`src/rtl/mul_pkg.sv`:
```
// Shared types and constants for the multiply issue unit: op/state enums,
// core operand width derivation and per-op operand signedness.
package mul_pkg;

  typedef enum logic [1:0] {
    MUL    = 2'd0,
    MULH   = 2'd1,
    MULHSU = 2'd2,
    MULHU  = 2'd3
  } mul_op_t;

  typedef enum logic [2:0] {
    IDLE  = 3'd0,
    ISSUE = 3'd1,
    WAIT  = 3'd2,
    DRAIN = 3'd3,
    DONE  = 3'd4
  } mul_state_t;

  // Bit n is set when the operand is signed for the op with encoding n.
  localparam logic [3:0] OP_A_SIGNED = 4'b0111;
  localparam logic [3:0] OP_B_SIGNED = 4'b0011;

  // Four guard bits keep core widths divisible by log2(RADIX) up to radix 16.
  function automatic int ext_width(input int data_width);
    return data_width + 4;
  endfunction

endpackage

```
`src/rtl/mul_issue_unit_if.sv`:
```
// Bundles the request, core-side and result handshakes of mul_issue_unit.
// Signal suffixes are from the point of view of the issue unit (slave).
interface mul_issue_unit_if #(
  parameter int DATA_WIDTH = 32,
  parameter int TAG_WIDTH  = 6
);
  import mul_pkg::*;

  localparam int EXT_WIDTH = ext_width(DATA_WIDTH);

  logic                   valid_i;
  logic                   ready_o;
  mul_op_t                op_i;
  logic [DATA_WIDTH-1:0]  operand_a_i;
  logic [DATA_WIDTH-1:0]  operand_b_i;
  logic [TAG_WIDTH-1:0]   tag_i;
  logic                   flush_i;

  logic [EXT_WIDTH-1:0]   core_operand_a_o;
  logic [EXT_WIDTH-1:0]   core_operand_b_o;
  logic                   core_valid_entry_o;
  logic                   core_clk_en_o;
  logic [2*EXT_WIDTH-1:0] core_result_i;
  logic                   core_valid_i;

  logic [DATA_WIDTH-1:0]  result_o;
  logic [TAG_WIDTH-1:0]   result_tag_o;
  logic                   result_valid_o;
  logic                   result_ready_i;

  modport slave (
    input  valid_i, op_i, operand_a_i, operand_b_i, tag_i, flush_i,
    input  core_result_i, core_valid_i, result_ready_i,
    output ready_o, core_operand_a_o, core_operand_b_o, core_valid_entry_o,
    output core_clk_en_o, result_o, result_tag_o, result_valid_o
  );

  modport master (
    output valid_i, op_i, operand_a_i, operand_b_i, tag_i, flush_i,
    output core_result_i, core_valid_i, result_ready_i,
    input  ready_o, core_operand_a_o, core_operand_b_o, core_valid_entry_o,
    input  core_clk_en_o, result_o, result_tag_o, result_valid_o
  );

endinterface

```
`src/rtl/mul_operand_extend.sv`:
```
// Widens raw rs1/rs2 to core width so the signed-only Booth core computes
// MUL/MULH/MULHSU/MULHU exactly: signed operands sign-extend, others zero-extend.
module mul_operand_extend
  import mul_pkg::*;
#(
  parameter int DATA_WIDTH = 32
) (
  input  mul_op_t                           op_i,
  input  logic [DATA_WIDTH-1:0]             operand_a_i,
  input  logic [DATA_WIDTH-1:0]             operand_b_i,
  output logic [ext_width(DATA_WIDTH)-1:0]  ext_a_o,
  output logic [ext_width(DATA_WIDTH)-1:0]  ext_b_o
);

  localparam int EXT_WIDTH = ext_width(DATA_WIDTH);
  localparam int PAD_WIDTH = EXT_WIDTH - DATA_WIDTH;

  logic fill_a;
  logic fill_b;

  always_comb begin
    fill_a  = OP_A_SIGNED[op_i] & operand_a_i[DATA_WIDTH-1];
    fill_b  = OP_B_SIGNED[op_i] & operand_b_i[DATA_WIDTH-1];
    ext_a_o = {{PAD_WIDTH{fill_a}}, operand_a_i};
    ext_b_o = {{PAD_WIDTH{fill_b}}, operand_b_i};
  end

endmodule

```
`src/rtl/mul_issue_unit.sv`:
```
// Issue/writeback controller for the sequential Booth multiplier core.
// Optional last-product reuse is enabled with `define MUL_RESULT_CACHE_EN.
module mul_issue_unit
  import mul_pkg::*;
#(
  parameter int DATA_WIDTH = 32,
  parameter int TAG_WIDTH  = 6
) (
  input  logic              clk_i,
  input  logic              rst_n_i,
  mul_issue_unit_if.slave   bus
);

  localparam int EXT_WIDTH  = ext_width(DATA_WIDTH);
  localparam int PROD_WIDTH = 2 * EXT_WIDTH;

  mul_state_t            state_q, state_d;
  mul_op_t               op_q;
  logic [TAG_WIDTH-1:0]  tag_q;
  logic [EXT_WIDTH-1:0]  core_a_q, core_b_q;
  logic [EXT_WIDTH-1:0]  ext_a, ext_b;
  logic [DATA_WIDTH-1:0] result_q;
  logic [DATA_WIDTH-1:0] cached_word;
  logic                  accept;
  logic                  capture;
  logic                  cache_hit;
  logic                  unused_upper;

  function automatic logic [DATA_WIDTH-1:0] select_word(
    input mul_op_t                 op,
    input logic [2*DATA_WIDTH-1:0] prod
  );
    return (op == MUL) ? prod[DATA_WIDTH-1:0] : prod[2*DATA_WIDTH-1:DATA_WIDTH];
  endfunction

  mul_operand_extend #(.DATA_WIDTH(DATA_WIDTH)) u_extend (
    .op_i        (bus.op_i),
    .operand_a_i (bus.operand_a_i),
    .operand_b_i (bus.operand_b_i),
    .ext_a_o     (ext_a),
    .ext_b_o     (ext_b)
  );

  assign accept  = (state_q == IDLE) && bus.valid_i && !bus.flush_i;
  assign capture = (state_q == WAIT) && bus.core_valid_i && !bus.flush_i;

  // Guard bits above the architectural product are pure sign extension.
  assign unused_upper = ^bus.core_result_i[PROD_WIDTH-1:2*DATA_WIDTH];

`ifdef MUL_RESULT_CACHE_EN
  logic                    cache_valid_q;
  logic [2*DATA_WIDTH-1:0] cache_prod_q;
  logic [EXT_WIDTH-1:0]    cache_a_q, cache_b_q;

  assign cache_hit   = cache_valid_q && (ext_a == cache_a_q) && (ext_b == cache_b_q);
  assign cached_word = select_word(bus.op_i, cache_prod_q);

  // A missing op invalidates the entry until it completes, so a flushed op
  // can never leave a product that belongs to different operands.
  always_ff @(posedge clk_i or negedge rst_n_i) begin
    if (!rst_n_i) begin
      cache_valid_q <= 1'b0;
      cache_prod_q  <= '0;
      cache_a_q     <= '0;
      cache_b_q     <= '0;
    end else if (bus.flush_i) begin
      cache_valid_q <= 1'b0;
    end else if (accept && !cache_hit) begin
      cache_valid_q <= 1'b0;
    end else if (capture) begin
      cache_valid_q <= 1'b1;
      cache_prod_q  <= bus.core_result_i[2*DATA_WIDTH-1:0];
      cache_a_q     <= core_a_q;
      cache_b_q     <= core_b_q;
    end
  end
`else
  assign cache_hit   = 1'b0;
  assign cached_word = '0;
`endif

  always_ff @(posedge clk_i or negedge rst_n_i) begin
    if (!rst_n_i) begin
      state_q <= IDLE;
    end else begin
      state_q <= state_d;
    end
  end

  // A flush racing the completion pulse in WAIT needs no drain: the product
  // has already arrived and is simply dropped.
  always_comb begin
    state_d                = state_q;
    bus.ready_o            = 1'b0;
    bus.core_valid_entry_o = 1'b0;
    bus.result_valid_o     = 1'b0;
    case (state_q)
      IDLE: begin
        bus.ready_o = 1'b1;
        if (bus.valid_i && !bus.flush_i) begin
          state_d = cache_hit ? DONE : ISSUE;
        end
      end
      ISSUE: begin
        bus.core_valid_entry_o = !bus.flush_i;
        state_d                = bus.flush_i ? IDLE : WAIT;
      end
      WAIT: begin
        if (bus.flush_i) begin
          state_d = bus.core_valid_i ? IDLE : DRAIN;
        end else if (bus.core_valid_i) begin
          state_d = DONE;
        end
      end
      DRAIN: begin
        if (bus.core_valid_i) begin
          state_d = IDLE;
        end
      end
      DONE: begin
        bus.result_valid_o = 1'b1;
        if (bus.flush_i || bus.result_ready_i) begin
          state_d = IDLE;
        end
      end
      default: state_d = IDLE;
    endcase
  end

  always_ff @(posedge clk_i or negedge rst_n_i) begin
    if (!rst_n_i) begin
      op_q     <= MUL;
      tag_q    <= '0;
      core_a_q <= '0;
      core_b_q <= '0;
      result_q <= '0;
    end else begin
      if (accept) begin
        op_q     <= bus.op_i;
        tag_q    <= bus.tag_i;
        core_a_q <= ext_a;
        core_b_q <= ext_b;
        if (cache_hit) begin
          result_q <= cached_word;
        end
      end
      if (capture) begin
        result_q <= select_word(op_q, bus.core_result_i[2*DATA_WIDTH-1:0]);
      end
    end
  end

  assign bus.core_operand_a_o = core_a_q;
  assign bus.core_operand_b_o = core_b_q;
  assign bus.core_clk_en_o    = 1'b1;
  assign bus.result_o         = result_q;
  assign bus.result_tag_o     = tag_q;

endmodule

```
`src/flat_wrapper.sv`:
```
// flat-port wrapper written by rule: the top's interface ports become plain ports
module mul_issue_unit_flat import mul_pkg::*;
#(
  parameter int DATA_WIDTH = 32,
  parameter int TAG_WIDTH  = 6
)
  (clk_i, rst_n_i, bus_valid_i, bus_op_i, bus_operand_a_i, bus_operand_b_i, bus_tag_i, bus_flush_i, bus_core_result_i, bus_core_valid_i, bus_result_ready_i, bus_ready_o, bus_core_operand_a_o, bus_core_operand_b_o, bus_core_valid_entry_o, bus_core_clk_en_o, bus_result_o, bus_result_tag_o, bus_result_valid_o);
  mul_issue_unit_if #(.DATA_WIDTH(DATA_WIDTH), .TAG_WIDTH(TAG_WIDTH)) bus_i ();
  input  logic clk_i;
  input  logic rst_n_i;
  input wire logic [$bits(bus_i.valid_i)-1:0] bus_valid_i;
  input wire logic [$bits(bus_i.op_i)-1:0] bus_op_i;
  input wire logic [$bits(bus_i.operand_a_i)-1:0] bus_operand_a_i;
  input wire logic [$bits(bus_i.operand_b_i)-1:0] bus_operand_b_i;
  input wire logic [$bits(bus_i.tag_i)-1:0] bus_tag_i;
  input wire logic [$bits(bus_i.flush_i)-1:0] bus_flush_i;
  input wire logic [$bits(bus_i.core_result_i)-1:0] bus_core_result_i;
  input wire logic [$bits(bus_i.core_valid_i)-1:0] bus_core_valid_i;
  input wire logic [$bits(bus_i.result_ready_i)-1:0] bus_result_ready_i;
  output wire logic [$bits(bus_i.ready_o)-1:0] bus_ready_o;
  output wire logic [$bits(bus_i.core_operand_a_o)-1:0] bus_core_operand_a_o;
  output wire logic [$bits(bus_i.core_operand_b_o)-1:0] bus_core_operand_b_o;
  output wire logic [$bits(bus_i.core_valid_entry_o)-1:0] bus_core_valid_entry_o;
  output wire logic [$bits(bus_i.core_clk_en_o)-1:0] bus_core_clk_en_o;
  output wire logic [$bits(bus_i.result_o)-1:0] bus_result_o;
  output wire logic [$bits(bus_i.result_tag_o)-1:0] bus_result_tag_o;
  output wire logic [$bits(bus_i.result_valid_o)-1:0] bus_result_valid_o;
  assign bus_i.valid_i = bus_valid_i;
  assign bus_i.op_i = bus_op_i;
  assign bus_i.operand_a_i = bus_operand_a_i;
  assign bus_i.operand_b_i = bus_operand_b_i;
  assign bus_i.tag_i = bus_tag_i;
  assign bus_i.flush_i = bus_flush_i;
  assign bus_i.core_result_i = bus_core_result_i;
  assign bus_i.core_valid_i = bus_core_valid_i;
  assign bus_i.result_ready_i = bus_result_ready_i;
  assign bus_ready_o = bus_i.ready_o;
  assign bus_core_operand_a_o = bus_i.core_operand_a_o;
  assign bus_core_operand_b_o = bus_i.core_operand_b_o;
  assign bus_core_valid_entry_o = bus_i.core_valid_entry_o;
  assign bus_core_clk_en_o = bus_i.core_clk_en_o;
  assign bus_result_o = bus_i.result_o;
  assign bus_result_tag_o = bus_i.result_tag_o;
  assign bus_result_valid_o = bus_i.result_valid_o;
  mul_issue_unit #(.DATA_WIDTH(DATA_WIDTH), .TAG_WIDTH(TAG_WIDTH)) u_core (.clk_i(clk_i), .rst_n_i(rst_n_i), .bus(bus_i));
endmodule
```
`config.mk`:
```
export PLATFORM = sky130hd
export DESIGN_NAME = mul_issue_unit_flat
export DESIGN_NICKNAME = d
export VERILOG_FILES = /design/src/rtl/mul_pkg.sv /design/src/rtl/mul_issue_unit_if.sv /design/src/rtl/mul_operand_extend.sv /design/src/rtl/mul_issue_unit.sv /design/src/flat_wrapper.sv
export SDC_FILE = /design/constraint.sdc
export NUM_CORES = 1
export LEC_CHECK = 0
export CORE_ASPECT_RATIO = 1.1
export CORE_MARGIN = 2
export CORE_UTILIZATION = 25
export CTS_CLUSTER_SIZE = 14
export DETAILED_ROUTE_END_ITERATION = 12
export HOLD_SLACK_MARGIN = 0.02
export PLACE_DENSITY = 0.54
export SYNTH_ARGS = -nofsm -noshare
export SYNTH_HDL_FRONTEND = slang
export SYNTH_SLANG_ARGS = --single-unit
```
`constraint.sdc`:
```
create_clock -name clk_i -period 1.8 [get_ports clk_i]
set_input_delay 0.45 -clock clk_i [delete_from_list [all_inputs] [get_ports clk_i]]
set_output_delay 0.45 -clock clk_i [all_outputs]
set_load 0.05 [all_outputs]
```
==> Word-level counts from Yosys, hierarchy flattened <==
Index checks and enable logic that the tools add are counted.
{ "totals": {"elab_cells": 43, "reg_bits": 109, "inputBits": 150, "out_inout_bits": 114} }
{ "classes": {"n_lt_le_gt_ge": 1, "reduce_logical": 10, "muxes": 16, "bitwise": 2, "n_eq_ne": 8} }
{ "op_table": {"columns": ["op", "n"], "rows": [
  ["32-bit two-way mux", 1],
  ["3-bit two-way mux", 5],
  ["3-bit case mux with 5 select lines", 1],
  ["3-bit by 2-bit == test with 1-bit output, second input constant", 2],
  ["1-bit logical AND", 5],
  ["1-bit two-way mux", 5],
  ["1-bit binary-select mux with 2-bit select", 2],
  ["2-bit two-way mux", 2],
  ["2-bit != test, second input constant", 2],
  ["4-bit AND reduction", 1],
  ["3-bit by 1-bit == test with 1-bit output, second input constant", 1],
  ["3-bit == test, second input constant", 1],
  ["3-bit zero test", 1],
  ["2-bit by 3-bit less-than comparator with 1-bit output, second input constant", 1],
  ["3-bit != test, second input constant", 1],
  ["1-bit bitwise AND", 2],
  ["2-bit zero test", 1],
  ["2-bit by 1-bit != test with 1-bit output, second input constant", 1],
  ["1-bit zero test", 1],
  ["1-bit logical OR", 1]
]} }

==> Depth between registers and ports, before layout <==
{ "logic_depth": {"word_depth": 4, "mapped_depth": 6, "ltp_nobuf": 3} }

==> By module <==
A second synthesis with hierarchy kept.
{ "hier_totals": {"hier_cells": 366, "area_unflattened_um2": 5392.7} }
{ "by_module_without_submodules": {"columns": ["module", "n_inst", "cells_per_inst", "seq_area_each_um2", "area_per_inst_um2"], "rows": [
  ["mul_issue_unit", 1, 292, 2877.8, 4832.1],
  ["mul_operand_extend", 1, 74, 0.0, 560.5]
]} }

==> Worst setup path after synthesis <==
Ideal clock, no wire load.
{ "synth_timing": {"path_type": "register to output", "startpoint": "register u_core.state_q[2]", "endpoint": "output port bus_core_valid_entry_o", "t_arrival_ns": 1.677, "setup_slack_ns": -0.327, "required_time_ns": 1.350, "n_path_buf": 1, "path_stages_with_launch": 4, "cell_sequence": "dfrtp_1 > buf_6 > nand2b_1 > nor3_1"} }
{ "synth_between": {"elab_chain_cells": 2} }
{ "synth_rtl": {"columns": ["element", "line_no", "rtl"], "rows": [
  ["from (decl)", "mul_issue_unit.sv:17", "mul_state_t state_q, state_d;"],
  ["from (signal assigned)", "mul_issue_unit.sv:86", "state_q <= state_d;"],
  ["3-bit by 1-bit == test with 1-bit output", "mul_issue_unit.sv:97", "case (state_q)"],
  ["1-bit two-way mux", "mul_issue_unit.sv:97", null],
  ["to (decl)", "flat_wrapper.sv:23", "output wire logic [$bits(bus_i.core_valid_entry_o)-1:0] bus_core_valid_entry_o;"]
]} }
No other way between the ends.

==> Worst setup path in the final report <==
{ "layout_timing": {"startpoint": "register u_core.state_q[1]", "endpoint": "output port bus_core_valid_entry_o"} }
Same word-level chain as after synthesis.

==> results by stage <==
CTS:
- The number of sinks handled by clock tree synthesis is 109.
- Clock latency on the worst-skew pair, taken at its later pin, is ~350 ps.
- Clock tree synthesis selected as its root buffer the cell clkbuf_16.
- The maximum level of the CTS H-tree is 3.
- The clock tree from TritonCTS is built.
- The number of clock buffers added by TritonCTS is 9.
- The clock passes through at most 2 buffers.
- The quantity of hold-fixing buffers added after cts is 0.
- After clock tree synthesis, the clock-pin slew on the worst setup and hold paths is 80 ps.

Outcome:
- The run finished with clean final reports.

Die:
- The boundary pin count is roughly 260.
- The total die area is approximately 21000 µm².
- The die width is 138 µm.
- After floorplanning, the core was sized to cover 19200 µm².
- The floorplan has 53 rows.
- The vertical extent of the die is 151 µm.
- For this configuration, the core starts out at a cell density of 25.6%.

Setup path:
- The origin of the worst setup path is u_core.state_q[1].
- The start of the worst register-to-register path is u_core.state_q[2].
- The worst endpoint data arrival time is between 1000 and 1500 ps.
- Traced cell by cell, the critical path runs through buf_6, nor3_4, buf_12.
- The buffering stage count on the worst path with inverters included is 2.
- Along the worst path, the maximum fanout reaches 8.
- The required time reported for the critical path endpoint is 1350 ps.
- The worst reg-to-reg path cell count is 5.
- The worst register-to-register path ends at u_core.bus.core_operand_a_o[12].
- In this design, the largest share of critical-path delay is due to flip-flops.
- The largest single stage delay on the critical path is 430 ps.
- STA classifies the critical path endpoint as an output port.
- The last element of the critical path is bus_core_valid_entry_o.
- STA classifies the critical path startpoint as a register.
- The type of the worst setup path is register to output port.
- The setup check on the worst reg-to-reg path leaves a slack of between 100 and 150 ps.
- The logic depth of the worst setup path including buffers is 3.
- The slowest cell on the critical path is dfrtp_1.

Pwr:
- For this design the static power due to leakage is between 3 and 4 nW.
- Total power for the finished layout comes to 16.8 mW.
- In this run the power density over the cells is about 2100 nW/µm².
- The worst-case IR drop observed on VDD is 1.14 mV.

STA:
- The smallest setup slack after layout is 30.5 ps.
- Setup repair after global routing could not meet its margin everywhere.
- The final-layout setup total negative slack is 0 ps.
- Across all hold checks on the routed design, the worst slack comes to 33.2 ps.
- The clock skew is 8.47 ps.
- The max-slew violation count was 0.
- The clock period could shrink to ~1800 ps.
- The highest attainable clock frequency is between 0.5 and 0.6 GHz.
- Dividing the final minimum period by the clock period gives 98.3%.
- The total setup violations reported at the end of the flow is 0.
- The final-report hold violation count is 0.

Final layout:
- The final instance area is 7960 µm².
- The final cell utilization of the core is approximately two fifths.
- Compared with the post-synthesis result, the final layout area differs by 61.5%.
- The final cell count without fillers is 811.
- In the final design database the tool counted 709 nets.
- The antenna diode count is 0.
- The share of layout cells above drive strength 1 is 52.5%.

Logic synthesis:
- By area the synthesized netlist is led by dfrtp_1 (55%), mux2_4 (21%), mux2_2 (16%).
- Counting every instance in the synthesized netlist gives just under 300.
- Synthesis produced a netlist with a net count of roughly 450.
- The part of the Yosys area used for sequential elements is 55.4%.
- The top cell type by area accounts for 55.4% of the synthesized area.
- By count the netlist is led by dfrtp_1 (109), mux2_4 (70), mux2_2 (68).
- The most frequent cell after synthesis is dfrtp_1.
- The count of distinct cell types in the synthesized netlist is 21.
- The share of async-settable or async-resettable flops after synthesis is 100%.
- After synthesis the cells add up to 4930 µm².
- The most used flip-flop cell after synthesis is dfrtp_1.
- The synthesized design contains 0 enable-type register cells.
- The mean area per synthesized cell is 16.5 µm².
- The most area-hungry cell type in the Yosys netlist is dfrtp_1.
- The number of synthesized register bits is 109.
- For this run, the number of Yosys warnings is 0.

Flow run:
- The max-capacitance violation count is 0.

Place:
- The pre-CTS setup slack is -261 ps.
- Once detailed placement completed, the half-perimeter wirelength came to 9540 µm.
- The port buffer count is 254.
- The post-place instance area is 7580 µm².
- The routability congestion estimate is 0.712.
- Once placement completed, the tool counted placed cells totaling 790.

Detailed routing:
- The via density per instance is ~4.2.
- For this run, the detailed router's first-pass iteration total came to 2.
- Dividing the detail-routed wire length by the instance count gives between 15 and 20 µm.
- The total routed wirelength is 12700 µm.
- The number of DRC markers after the initial detailed-route iteration is 68.
- The routed layout has ~3400 vias.
- The detail route stage leaves a number of antenna-violating nets equal to 0.
- The DRC violations left is 0.

GRT:
- The maximum number of pins on one net before global-route repair is 34.
- The via count of the first global-routing pass is 3652.
- The initial antenna violation count is 2.
- In the global route stage, overall resource usage came out at 11.9%.
- The first global-routing pass estimated between 15000 and 20000 µm of wire.
- The total overflow left after global routing is 0.

Worst hold path:
- The class of the tightest hold or removal check is primary input to asynchronous set/reset pin.
-- cell type report --
type / instances / area [µm²]
sequential: 109 / 2730
tap: 247 / 309
clock inverter: 5 / 67.6
multi-input combinational: 165 / 2050
clock buffer: 11 / 243
timing repair buffer: 274 / 2560
fill: 1772 / 11300
-- routing by layer --
| metal | vias to the layer above | part of all wire, % | global-route usage (%) |
|---|---|---|---|
| met5 | - | 0.21 | 0 |
| met4 | 4 | 2.3 | 5.56 |
| met3 | 21 | 10 | 4.28 |
| met2 | 156 | 49 | 20.0 |
| met1 | 1652 | 38 | 13.5 |
| li1 | 1561 | - | - |
-- repair_timing --
action	in CTS	in global routing
cloned	0	0
setup buffers	4	1
setup endpoints to repair	3	2
pin swaps	1	1
resized for setup	8	0
-- where the power goes --
group	internal, mW	switching (mW)	total, mW
combinational	4.04	6.21	10.3
sequential	3.68	0.746	4.43
clock	1.14	0.930	2.07
-- worst register-to-register path: stages (launching register included) --
cell	delay [ps]
dfrtp_2	460
buf_4	160
nor2_1	220
nand3_4	160
buf_12	230
mux2_4	350
-- kinds of logic (layout without fill, tap and decap cells) --
family,Yosys count,after routing,synth area share [%]
muxes,138,138,36.9
other,1,1,0.0761
AOI/OAI and AO/OA,8,8,1.09
DFF,109,109,55.4
and+or+nand+nor,18,18,2.29
buffers and inverters,24,290,4.29
-- registers in the layout, indices dropped and copies added (netlist names) --
register / cells
u_core.state_q: 3
u_core.bus.result_o: 32
u_core.bus.result_tag_o: 6
u_core.op_q: 2
u_core.bus.core_operand_b_o: 33
u_core.bus.core_operand_a_o: 33
-- layout by cell type, fill, tap and decap left out, types with 2 or more instances in the layout --
master,instances
a21boi_0,2
buf_12,12
buf_4,121
clkbuf_16,9
clkdlybuf4s50_1,139
clkinv_4,2
dfrtp_1,107
dfrtp_2,2
mux2_2,68
mux2_4,70
nand2_1,2
nand2b_1,4
nor2_1,2
nor3_4,2
o21ai_0,3
-- worst min-delay path by stage --
stage                                          end  slack [ps]  cells after the start
floorplan           u_core.bus.core_operand_a_o[0]         150                      0
global placement            u_core.bus.result_o[7]         420                      1
detailed placement         u_core.bus.result_o[10]         420                      1
CTS                        u_core.bus.result_o[10]          30                      1
global route               u_core.bus.result_o[10]          40                      1
finish                     u_core.bus.result_o[10]          30                      1
Note: power is estimated with default switching activity, not from simulation.
